`src/rtl/pipe_pkg.sv`:
```
// Shared types and default widths for the pipeline skid stage.
package pipe_pkg;

  // Occupancy of the stage: main slot only, or main plus skid slot.
  typedef enum logic [1:0] {
    PS_EMPTY,
    PS_FULL,
    PS_SKID
  } pipe_state_e;

  localparam int PIPE_DATA_W = 64;
  localparam int PIPE_CTRL_W = 8;
  localparam int PIPE_CNT_W  = 32;

  // The stage can take a new beat unless both slots are occupied.
  function automatic logic pipe_can_accept(input pipe_state_e st);
    return (st != PS_SKID);
  endfunction

endpackage

```
`src/rtl/pipe_slot.sv`:
```
// One {valid, data, ctrl} storage slot with load and clear enables.
// Clear only drops the valid bit; the payload keeps its last value.
module pipe_slot
  import pipe_pkg::*;
#(
  parameter int DATA_W = PIPE_DATA_W,
  parameter int CTRL_W = PIPE_CTRL_W
) (
  input  logic              clk,
  input  logic              reset,
  input  logic              load,
  input  logic              clear,
  input  logic [DATA_W-1:0] in_data,
  input  logic [CTRL_W-1:0] in_ctrl,
  output logic              valid,
  output logic [DATA_W-1:0] data,
  output logic [CTRL_W-1:0] ctrl
);

  logic              valid_reg;
  logic [DATA_W-1:0] data_reg;
  logic [CTRL_W-1:0] ctrl_reg;

  // Slot register: clear wins over load so a flush always empties the slot.
  always_ff @(posedge clk or negedge reset) begin
    if (!reset) begin
      valid_reg <= 1'b0;
      data_reg  <= '0;
      ctrl_reg  <= '0;
    end else if (clear) begin
      valid_reg <= 1'b0;
    end else if (load) begin
      valid_reg <= 1'b1;
      data_reg  <= in_data;
      ctrl_reg  <= in_ctrl;
    end
  end

  assign valid = valid_reg;
  assign data  = data_reg;
  assign ctrl  = ctrl_reg;

endmodule

```
`src/rtl/pipe_stage_skid.sv`:
```
// Parametrised inter-stage pipeline register with valid/ready handshake,
// a 2-entry skid buffer and a flush input. up_ready comes from a flop so
// downstream stalls never form a combinational path back upstream.
// Optional performance counters are enabled by defining PIPE_STAGE_PERF_EN.
module pipe_stage_skid
  import pipe_pkg::*;
#(
  parameter int DATA_W = PIPE_DATA_W,
  parameter int CTRL_W = PIPE_CTRL_W
`ifdef PIPE_STAGE_PERF_EN
  ,
  parameter int CNT_W  = PIPE_CNT_W
`endif
) (
  input  logic              clk,
  input  logic              reset,
  input  logic              flush,
  input  logic              up_valid,
  output logic              up_ready,
  input  logic [DATA_W-1:0] up_data,
  input  logic [CTRL_W-1:0] up_ctrl,
  output logic              dn_valid,
  input  logic              dn_ready,
  output logic [DATA_W-1:0] dn_data,
  output logic [CTRL_W-1:0] dn_ctrl
`ifdef PIPE_STAGE_PERF_EN
  ,
  output logic [CNT_W-1:0]  stall_cnt,
  output logic [CNT_W-1:0]  bubble_cnt
`endif
);

  pipe_state_e state_reg, state_next;
  logic        up_ready_reg;

  logic              up_fire, dn_fire;
  logic              m_load, m_clear, m_from_s;
  logic              s_load, s_clear;
  logic [DATA_W-1:0] m_in_data;
  logic [CTRL_W-1:0] m_in_ctrl;

  logic              m_valid, s_valid;
  logic [DATA_W-1:0] m_data, s_data;
  logic [CTRL_W-1:0] m_ctrl, s_ctrl;

  assign up_fire = up_valid & up_ready_reg;
  assign dn_fire = m_valid & dn_ready;

  // State and registered ready: ready for next cycle follows next occupancy.
  always_ff @(posedge clk or negedge reset) begin
    if (!reset) begin
      state_reg    <= PS_EMPTY;
      up_ready_reg <= 1'b1;
    end else begin
      state_reg    <= state_next;
      up_ready_reg <= pipe_can_accept(state_next);
    end
  end

  // Next-state and slot enables; flush overrides every handshake transition.
  always_comb begin
    state_next = state_reg;
    m_load     = 1'b0;
    m_clear    = 1'b0;
    m_from_s   = 1'b0;
    s_load     = 1'b0;
    s_clear    = 1'b0;
    if (flush) begin
      state_next = PS_EMPTY;
      m_clear    = 1'b1;
      s_clear    = 1'b1;
    end else begin
      case (state_reg)
        PS_EMPTY: begin
          if (up_fire) begin
            state_next = PS_FULL;
            m_load     = 1'b1;
          end
        end
        PS_FULL: begin
          if (up_fire && dn_fire) begin
            m_load = 1'b1;
          end else if (up_fire) begin
            state_next = PS_SKID;
            s_load     = 1'b1;
          end else if (dn_fire) begin
            state_next = PS_EMPTY;
            m_clear    = 1'b1;
          end
        end
        PS_SKID: begin
          if (dn_fire) begin
            state_next = PS_FULL;
            m_load     = 1'b1;
            m_from_s   = 1'b1;
            s_clear    = 1'b1;
          end
        end
        default: begin
          state_next = PS_EMPTY;
          m_clear    = 1'b1;
          s_clear    = 1'b1;
        end
      endcase
    end
  end

  // Main slot refills from the skid slot when draining, else from upstream.
  always_comb begin
    m_in_data = up_data;
    m_in_ctrl = up_ctrl;
    if (m_from_s) begin
      m_in_data = s_data;
      m_in_ctrl = s_ctrl;
    end
  end

  pipe_slot #(
    .DATA_W (DATA_W),
    .CTRL_W (CTRL_W)
  ) u_slot_m (
    .clk     (clk),
    .reset   (reset),
    .load    (m_load),
    .clear   (m_clear),
    .in_data (m_in_data),
    .in_ctrl (m_in_ctrl),
    .valid   (m_valid),
    .data    (m_data),
    .ctrl    (m_ctrl)
  );

  pipe_slot #(
    .DATA_W (DATA_W),
    .CTRL_W (CTRL_W)
  ) u_slot_s (
    .clk     (clk),
    .reset   (reset),
    .load    (s_load),
    .clear   (s_clear),
    .in_data (up_data),
    .in_ctrl (up_ctrl),
    .valid   (s_valid),
    .data    (s_data),
    .ctrl    (s_ctrl)
  );

  // s_valid mirrors the SKID state; kept for visibility in debug only.
  logic unused_s_valid;
  assign unused_s_valid = s_valid;

  assign up_ready = up_ready_reg;
  assign dn_valid = m_valid;
  assign dn_data  = m_data;
  assign dn_ctrl  = m_valid ? m_ctrl : '0;

`ifdef PIPE_STAGE_PERF_EN
  logic [CNT_W-1:0] stall_cnt_reg;
  logic [CNT_W-1:0] bubble_cnt_reg;

  // Saturating counters of stalled and empty output cycles; flush leaves them alone.
  always_ff @(posedge clk or negedge reset) begin
    if (!reset) begin
      stall_cnt_reg  <= '0;
      bubble_cnt_reg <= '0;
    end else begin
      if (m_valid && !dn_ready && (stall_cnt_reg != {CNT_W{1'b1}}))
        stall_cnt_reg <= stall_cnt_reg + 1'b1;
      if (!m_valid && (bubble_cnt_reg != {CNT_W{1'b1}}))
        bubble_cnt_reg <= bubble_cnt_reg + 1'b1;
    end
  end

  assign stall_cnt  = stall_cnt_reg;
  assign bubble_cnt = bubble_cnt_reg;
`endif

endmodule

```
`config.mk`:
```
export PLATFORM = sky130hd
export DESIGN_NAME = pipe_stage_skid
export DESIGN_NICKNAME = d
export VERILOG_FILES = /design/src/rtl/pipe_pkg.sv /design/src/rtl/pipe_slot.sv /design/src/rtl/pipe_stage_skid.sv
export SDC_FILE = /design/constraint.sdc
export NUM_CORES = 1
export LEC_CHECK = 0
export CORE_MARGIN = 1.5
export CORE_UTILIZATION = 40
export CTS_CLUSTER_SIZE = 8
export DETAILED_ROUTE_END_ITERATION = 7
export GPL_TIMING_DRIVEN = 0
export PLACE_DENSITY = 0.76
export SYNTH_ARGS = -nofsm -noshare
export SYNTH_HDL_FRONTEND = slang
export SYNTH_SLANG_ARGS = --single-unit
export TNS_END_PERCENT = 100
```
`constraint.sdc`:
```
create_clock -name clk -period 2.14 [get_ports clk]
set_clock_uncertainty 0.15 [all_clocks]
set_input_delay 0.428 -clock clk [delete_from_list [all_inputs] [get_ports clk]]
set_output_delay 0.428 -clock clk [all_outputs]
set_load 0.01 [all_outputs]
```
==> summary.md <==
| Metric | Value |
|---|---|
| Syn_nets | 493 |
| CTS Root Cell | clkbuf_16 |
| DRT iter0 DRCs | 101 |
| Dpl ws | -0.552 ns |
| Met1 global-route usage | 19.6% |
| Pin count of the biggest net entering global routing | 89 |
| Req. time, crit path | 2.28 ns |
| P&R area growth vs syn | 38.2% |
| DP Area | 0.00862 mm2 |
| Slew margin rel. | 61.3% |
| Post-synthesis sequential element count | 148 |
| Worst-path fanout max | 10 |
| CP Class | reg2reg |
| Static Leakage | 4.08 nW |
| Syn. warnings | 0 |
| Register area share after synthesis | 54.4% |
| Max IR drop VDD | 736 uV |
| GRT Total Usage | 16.6% |
| Starting Density | 41.1% |
| ANT nets after route | 0 |
| Tmin final | 2.10 ns |
| Avg Cell Area, Syn | 16.4 um2 |
| # fillers | 1348 |
| Met3 usage | 6.09% |
| Hold Path Stages | 2 |
| Fmax | 0.477 GHz |
| Total area of sequential cells | 0.00371 mm2 |
| Nets | 672 |
| Post-Synthesis Cells | 416 |
| Design area | 0.00941 mm2 |
| Hold slack | 0.251 ns |
| Final Hold Viols | 0 |
| Final Util | 56.8% |
| DPL Wire Length | 9.77 mm |
| Final Cycle Share | 97.9% |
| Sink Count | 148 |
| Congestion Overflow GR | 0 |
| Post-route setup slack | 0.0445 ns |
| GRT busiest layer | met2 |
| I/O pins | 151 |
| Startpoint types | flop |
| Status | finished clean |
| Most frequent cells in the layout | 146 x mux2_2, 146 x dfrtp_1, 139 x clkdlybuf4s50_1 |
| Synth cell types | 21 |
| RePlAce Congestion | 0.727 |
| Critical path data arrival time | 2.24 ns |
| Slew @ Worst Pin | 0.580 ns |
| Sum Neg Setup Slack | 0 ns |
| CTS tree | done |
| Fin cells | 827 |
| Final Setup Violations | 0 |
| Unrepaired setup endpoints after global routing | false |
| Max Slew Vio Count | 0 |
| Worst setup EP type | flop |
| Global-route wire length before repair | 23.0 mm |
| Row count | 47 |
| Worst-Skew Late Latency | 0.41 ns |
| Dpl cells | 787 |
| Port Buf Inserts | 150 |
| Design Power | 9.88 mW |
| M2 GR Usage | 28.4% |
| Multi-input logic area | 0.00291 mm2 |
| Worst-path clk slew | 0.06 ns |
| Die area | 0.0178 mm2 |
| HP Class | in2reg |
| Vias in the first global route | 4559 |
| Die Span Y | 134 um |
| Detailed-route via count | 3991 |
| ANT cells | 0 |
| Pre-antenna DRT Iters | 4 |
| Avg WL per Cell | 17.2 um |
| Initial antenna violation count | 0 |
| Core Box Area | 0.0166 mm2 |
| R2r worst-path depth | 6 |
| Post-Route WL | 14.2 mm |
| Ratio of cells with drive above 1 in the final layout | 47.1% |
| Max cap viols | 0 |
| Remaining DRCs | 0 |
| Die X | 134 um |
| Via density per instance | 4.83 |
| Synthesized area | 0.00681 mm2 |
| Inserted Clock Buffers | 17 |
| Clock H-tree levels | 4 |
| Longest Clk Path Bufs | 2 |
| PwrDens | 1050 mW/mm2 |
-- path summary, 6_finish.rpt --
path | start | endpoint | slack (ns)
max | state_reg[0] | u_slot_m.data[2] | 0.04
min | flush | u_slot_m.valid | 0.25
max reg2reg | state_reg[0] | u_slot_m.data[2] | 0.04
min reg2reg | u_slot_s.data[46] | u_slot_s.data[46] | 0.35
max in group asynchronous | reset | u_slot_m.data[10] | 0.61
min in group asynchronous | reset | u_slot_m.data[56] | 0.41
-- routing by layer --
| layer | wire length (um) | part of all wire [%] | up-vias |
|---|---|---|---|
| met4 | 195 | 1.4 | 0 |
| met1 | 5920 | 42 | 2028 |
| li1 | - | - | 1842 |
| met2 | 7370 | 52 | 103 |
| met3 | 752 | 5.3 | 18 |
| met5 | 0 | 0 | - |
-- critical path: stages, from the launching register on --
cell	delay (ns)
dfrtp_2	0.45
nor2b_4	0.14
nor3b_4	0.29
buf_12	0.21
buf_12	0.16
mux2_4	0.30
mux2_2	0.27
-- report_power, final --
part | switching, mW | leakage (nW) | internal (mW) | total [mW]
combinational | 0.855 | 2.03 | 1.73 | 2.59
sequential | 0.528 | 1.76 | 3.82 | 4.34
clock | 1.11 | 0.289 | 1.83 | 2.95
total | 2.50 | 4.08 | 7.38 | 9.88
-- Yosys cell counts (all sizes together) --
cell | instances | area [um2]
nand2 | 3 | 11.3
inv | 1 | 3.75
clkbuf | 1 | 3.75
buf | 22 | 221
a21oi | 4 | 31.3
nor3b | 1 | 12.5
mux2 | 216 | 2700
a21boi | 1 | 7.51
dfstp | 1 | 26.3
o21ai | 1 | 5.00
dfrtp | 147 | 3680
and2 | 9 | 56.3
and3 | 1 | 6.26
o21bai | 3 | 22.5
and3b | 1 | 8.76
nor2 | 1 | 3.75
nand2b | 2 | 12.5
nor2b | 1 | 6.26
-- what timing repair did --
item                                   4_1_cts  5_1_grt
setup endpoints to repair                  148       57
buffers inserted                             3        2
pin swaps                                    1        1
endpoints found under the hold margin       60        0
hold buffers                                 1        0
gates resized for setup                     13       26
cloned                                       0        3
-- area by class of cell --
cell class | count | share of cell area, %
sequential | 148 | 39.4
multi-input combinational | 244 | 30.9
buffer | 23 | 3.14
tap | 220 | 2.92
inverter | 1 | 0.0399
clock buffer | 23 | 5.18
timing repair buffer | 160 | 17.4
clock inverter | 8 | 1.06
-- kinds of logic (layout without fill, tap and decap cells) --
group | count (synthesis) | count (layout) | share of synthesized area [%]
compound gates | 9 | 9 | 0.973
buf+inv | 24 | 215 | 3.36
flops | 148 | 148 | 54.4
mux | 216 | 216 | 39.6
simple gates | 19 | 19 | 1.73
Power figures use the tool's default switching activity.
